**src/rtl/dip_parallelizer.sv**
```systemverilog
// Serial-to-parallel front end for the external DIP/push-switch PISO chain.
// Pulses a load strobe each frame, shifts in DIP then switch bits, and publishes both words together.
module dip_parallelizer #(
    parameter int DIP_WIDTH = 16,
    parameter int SW_WIDTH  = 5
) (
    input  logic                 i_CLK,
    input  logic                 i_RESET,
    input  logic                 i_Data,
    output logic [DIP_WIDTH-1:0] o_DIP16,
    output logic [SW_WIDTH-1:0]  o_Switch5,
    output logic                 o_DIPLatch
);

    localparam int N  = DIP_WIDTH + SW_WIDTH;
    localparam int CW = $clog2(N + 1);

    localparam logic [CW-1:0] CNT_LAST = CW'(N);

    logic [CW-1:0]        cnt_q, cnt_d;
    logic [N-1:0]         shift_q, shift_d;
    logic [DIP_WIDTH-1:0] dip_q, dip_d;
    logic [SW_WIDTH-1:0]  sw_q, sw_d;
    logic [N-1:0]         frame_full;

    // The final bit is merged directly so both words update on the frame's last edge.
    assign frame_full = {shift_q[N-2:0], i_Data};

    always_comb begin
        cnt_d   = cnt_q;
        shift_d = shift_q;
        dip_d   = dip_q;
        sw_d    = sw_q;
        if (cnt_q == '0) begin
            cnt_d = CW'(1);
        end else if (cnt_q < CNT_LAST) begin
            shift_d = frame_full;
            cnt_d   = cnt_q + CW'(1);
        end else if (cnt_q == CNT_LAST) begin
            shift_d = frame_full;
            dip_d   = frame_full[N-1:SW_WIDTH];
            sw_d    = frame_full[SW_WIDTH-1:0];
            cnt_d   = '0;
        end else begin
            cnt_d = '0;
        end
    end

    always_ff @(posedge i_CLK) begin
        if (i_RESET) begin
            cnt_q   <= '0;
            shift_q <= '0;
            dip_q   <= '0;
            sw_q    <= '0;
        end else begin
            cnt_q   <= cnt_d;
            shift_q <= shift_d;
            dip_q   <= dip_d;
            sw_q    <= sw_d;
        end
    end

    assign o_DIP16    = dip_q;
    assign o_Switch5  = sw_q;
    assign o_DIPLatch = (cnt_q == '0);

endmodule

```
**config.mk**
```make
export PLATFORM = sky130hd
export DESIGN_NAME = dip_parallelizer
export DESIGN_NICKNAME = d
export VERILOG_FILES = /design/src/rtl/dip_parallelizer.sv
export SDC_FILE = /design/constraint.sdc
export NUM_CORES = 1
export LEC_CHECK = 0
export CORE_UTILIZATION = 53
export CTS_CLUSTER_SIZE = 40
export DETAILED_ROUTE_END_ITERATION = 16
export GPL_TIMING_DRIVEN = 0
export PLACE_DENSITY = 0.78
export SLEW_MARGIN = 10
export SYNTH_ARGS = -nofsm -noshare
export SYNTH_HDL_FRONTEND = slang
export SYNTH_SLANG_ARGS = --single-unit
```
**constraint.sdc**
```tcl
create_clock -name i_CLK -period 2 [get_ports i_CLK]
set_clock_uncertainty 0.1 [all_clocks]
set_input_delay 0.3 -clock i_CLK [delete_from_list [all_inputs] [get_ports i_CLK]]
set_output_delay 0.3 -clock i_CLK [all_outputs]
set_load 0.01 [all_outputs]
```
Word-level counts from Yosys, hierarchy flattened. Index checks and enable logic that the tools add are counted.

Register bits: 46. Input bits: 3.

Reduce and logical (&&, ||, !) cells: 5. Order comparisons: 1. Bitwise gates (word level): 2. Mux-type cells: 4. $add $sub $neg: 1. Equality and inequality tests: 1.

Operator list (number): 20-bit two-way mux (2); 5-bit by 1-bit adder with 5-bit output (second input constant) (1); 5-bit == test (second input constant) (1); 5-bit zero test (1); 5-bit less-than comparator (second input constant) (1); 3-bit AND reduction (1); 3-bit OR reduction (1); 1-bit two-way mux (2); 1-bit NOT (2); 2-bit AND reduction (1); 2-bit nonzero test (1).

Longest topological paths before layout.
Depth after elaboration: 3. Gate-level depth with buffers: 6. Depth with buffers taken out: 5.

Worst setup path after synthesis. Ideal clock, no wire load.

Kind: reg-to-reg. From: reg cnt_q[0]. To: reg shift_q[0]. Stages on the path, launching flop included: 7. Setup time: 0.072 ns. Buffers on the path: 1. Arrival: 1.432 ns. Required time: 1.828 ns. Slack: 0.397 ns. Path through: dfxtp_1 -> inv_1 -> ha_1 -> nor4b_4 -> a221oi_2 -> buf_6 -> mux2i_1.

Cells in the longest elaborated chain, start to end: 3. Elaborated cells between the ends (all ways): 7. Those cells by class: order compare (1); eq/ne (1); mux (1); bitwise (1); reduce/logical (3).

RTL lines: from (decl) (line 20) `logic [CW-1:0] cnt_q, cnt_d;`; from (signal assigned) (line 56) `cnt_q <= cnt_d;`; 5-bit zero test; named net o_DIPLatch (line 12) `output logic o_DIPLatch`; 1-bit NOT (no line); 2-bit AND reduction (no line); to (signal assigned) (line 57) `shift_q <= shift_d;`; to (decl) (line 21) `logic [N-1:0] shift_q, shift_d;`.

The timed path passes the listed nets, and every way through them passes these cells. A chain may end at the register's enable or synchronous reset.

Final worst setup path.
From: reg cnt_q[0]. To: reg shift_q[13].

Cells in the longest elaborated chain, start to end: 3. Elaborated cells between the ends (all ways): 7. Those cells by class: order compare (1); eq/ne (1); mux (1); bitwise (1); reduce/logical (3).

RTL lines: 5-bit less-than comparator (tied with other cells) (line 36) `end else if (cnt_q < CNT_LAST) begin`; 2-bit nonzero test (no line) or 1-bit NOT (tied branches); 2-bit AND reduction (no line).

Parallel ways exist; a longest one is shown, timed or not.

==> impl_metrics.ini <==
[synth]
synth_nets = 201
synth.mux.area_fraction_pct = 10.57
syn_area_um2 = 1894
synth_top_flop_cell = dfxtp_1
yosysTopAreaCellShare_pct = 48.61
synthTopCellsByCount = dfxtp_1, a21oi_1, nand3_1
async_flop_share_pct = 0
synth_edf_count = 0
synth.area.top_cells = dfxtp_1, mux2i_1, nand2b_1
synth_most_common_cell = dfxtp_1
synth_cells = 195
ys_seq_area_share_pct = 48.61
synth_cell_types = 26
synthXorXnorAreaFrac_pct = 1.387
yosysWarnings = 0
synth_seq_cells = 46
synth-simple-area-share_pct = 17.97
synth_top_area_cell = dfxtp_1
syn_avg_cell_area_um2 = 9.714
synth_fa_ha_area_share_pct = 1.982
synth_top_family_by_area = simple AND/OR/NAND/NOR gates
synth_compound_area_share_pct = 13.61

[finish]
drive_gt1_share_pct = 10.09
antenna_cells = 0
final_nets = 233
fin_util_pct = 67.15
syn2layout_area_growth_pct = 20.15

[sta]
max_freq_mhz = 528.6
rsz0062_at_grt = no
worst_slew_pin_slew_ps = 488.3
fin_ws_ps = 108.1
slew_headroom_pct = 67.45
hold_viol = 0
maxSlewViolCount = 0
period_share_pct = 94.60
finalCriticalPeriod_ps = 1892
setup_viol = 0
setup_tns_ps = 0

[status]
status = finished, final reports clean

[global_routing]
grt_usage_pct = 21.92
grt-ovfl-total = 0
first_global_vias = 1250
grt_max_degree = 14
antenna_found_initial = 0
grt_pass1_wl_mm = 6.092

[floorplanning]
core.rowCount = 21
start_util_pct = 55.89
die_h_um = 61.79
fp.coreArea_um2 = 3390
io_pins = 25
dieArea_um2 = 3817
die_x_um = 61.79

[pwr]
p_leak_nw = 0.8272
ir_worst_vdd_mv = 0.4614
p_per_area_nw_per_um2 = 698.8

[placement]
portBuffers = 24
pre_cts_ws_ps = 20.66
dp.final_hpwl_mm = 2.762
gp_congestion = 0.7338

[route]
route.detailed.drc = 0
routedWlPerCell_um = 14.19
firstDrtPassIters = 4
drtIter0Drc = 85
ant_nets = 0
num_vias = 1511
routed_wl_mm = 3.888
vias_per_cell = 5.515

[setup_path]
start_kind = register
path_class = register to register
worstPathRequired_ps = 2180
critPathCaptureType = register
critPathMaxFanout = 10
cp_data_arrival_time_ps = 2070

[clocking]
cts_max_level = 2
clockBufferDepth = 2
cts-root-buf = clkbuf_4
path_clk_slew_ps = 130
cts_num_sinks = 46
cts_tree = done
holdBufCountCts = 0
cts_buffers = 5
clock_latency_ps = 350

[job]
cap_violations = 0

[hold_path]
hold_path_class = register to register
-- cells by family after synthesis --
kind of cell,after synthesis
xor+xnor,3
compound gates,48
simple gates,55
mux,20
fa+ha+maj,3
flops,46
buf+inv,20
-- per-layer routing --
| metal | GRT usage, % | share of wire, % | vias to the layer above |
|---|---|---|---|
| met4 | 5.714 | 1.1 | 0 |
| met2 | 33.03 | 48 | 25 |
| met5 | 0 | 0 | - |
| met1 | 31.28 | 47 | 733 |
| li1 | - | - | 747 |
| met3 | 5.590 | 3.8 | 6 |
-- placed cells by master, fill, tap and decap left out, drive strengths merged, types with 2 or more instances in the layout --
cell            n
dfxtp          46
nand3          23
a21oi          23
clkdlybuf4s50  23
nand2b         21
o21ai          21
mux2i          20
clkbuf         19
buf             8
inv             3
nor3            3
ha              3
o21a            2
xnor2           2
nor3b           2
-- where the power goes --
group	total [mW]	switching (mW)	internal, mW
Clock	0.528	0.287	0.241
Combinational	0.128	0.0635	0.0643
Sequential	0.935	0.00937	0.925
-- path summary, 6_finish.rpt --
kind / start / endpoint / slack, ps / cells after the start
setup / recovery: cnt_q[0]$_SDFF_PP0_ / shift_q[13]$_SDFFE_PP0P_ / 110 / 7
setup reg to reg: cnt_q[0]$_SDFF_PP0_ / shift_q[13]$_SDFFE_PP0P_ / 110 / 7
hold reg to reg: shift_q[1]$_SDFFE_PP0P_ / o_Switch5[2]$_SDFFE_PP0P_ / 370 / 2
hold / removal: shift_q[1]$_SDFFE_PP0P_ / o_Switch5[2]$_SDFFE_PP0P_ / 370 / 2
-- worst max-delay path, stage by stage, from the launching register on --
cell      delay [ps]
dfxtp_2          430
inv_1             80
ha_1             210
nor4b_4          140
buf_4            130
a221oi_2         280
buf_6            230
mux2i_1          220
-- metrics by stage --
step / power [mW] / std cells / hold WS, ps / cell area [um2]
global placement: 1.076 / 265 / 357.3 / 2192
detailed placement: 1.080 / 265 / 360.8 / 2192
global route: 1.658 / 274 / 402.5 / 2276
floorplan: 1.050 / 195 / 344.2 / 1894
CTS: 1.591 / 273 / 379.1 / 2271
finish: 1.590 / 274 / 373.7 / 2276
-- what timing repair did --
item | in CTS | in global routing
buffers inserted | 0 | 1
cloned | 0 | 0
endpoints found under the setup margin | 1 | 1
gates resized for setup | 2 | 3
-- sequential cells by signal (all words and copies together) (netlist names) --
signal	cells
o_DIP16	16
o_Switch5	5
cnt_q	5
shift_q	20
-- layout make-up --
class / count / area, um2
timing repair buffer: 25 / 242.7
clock buffer: 8 / 78.83
tap: 46 / 57.56
sequential: 46 / 923.4
buffer: 17 / 100.1
fill: 272 / 1114
multi-input combinational: 129 / 862.1
inverter: 3 / 11.26
Power figures use the tool's default switching activity.
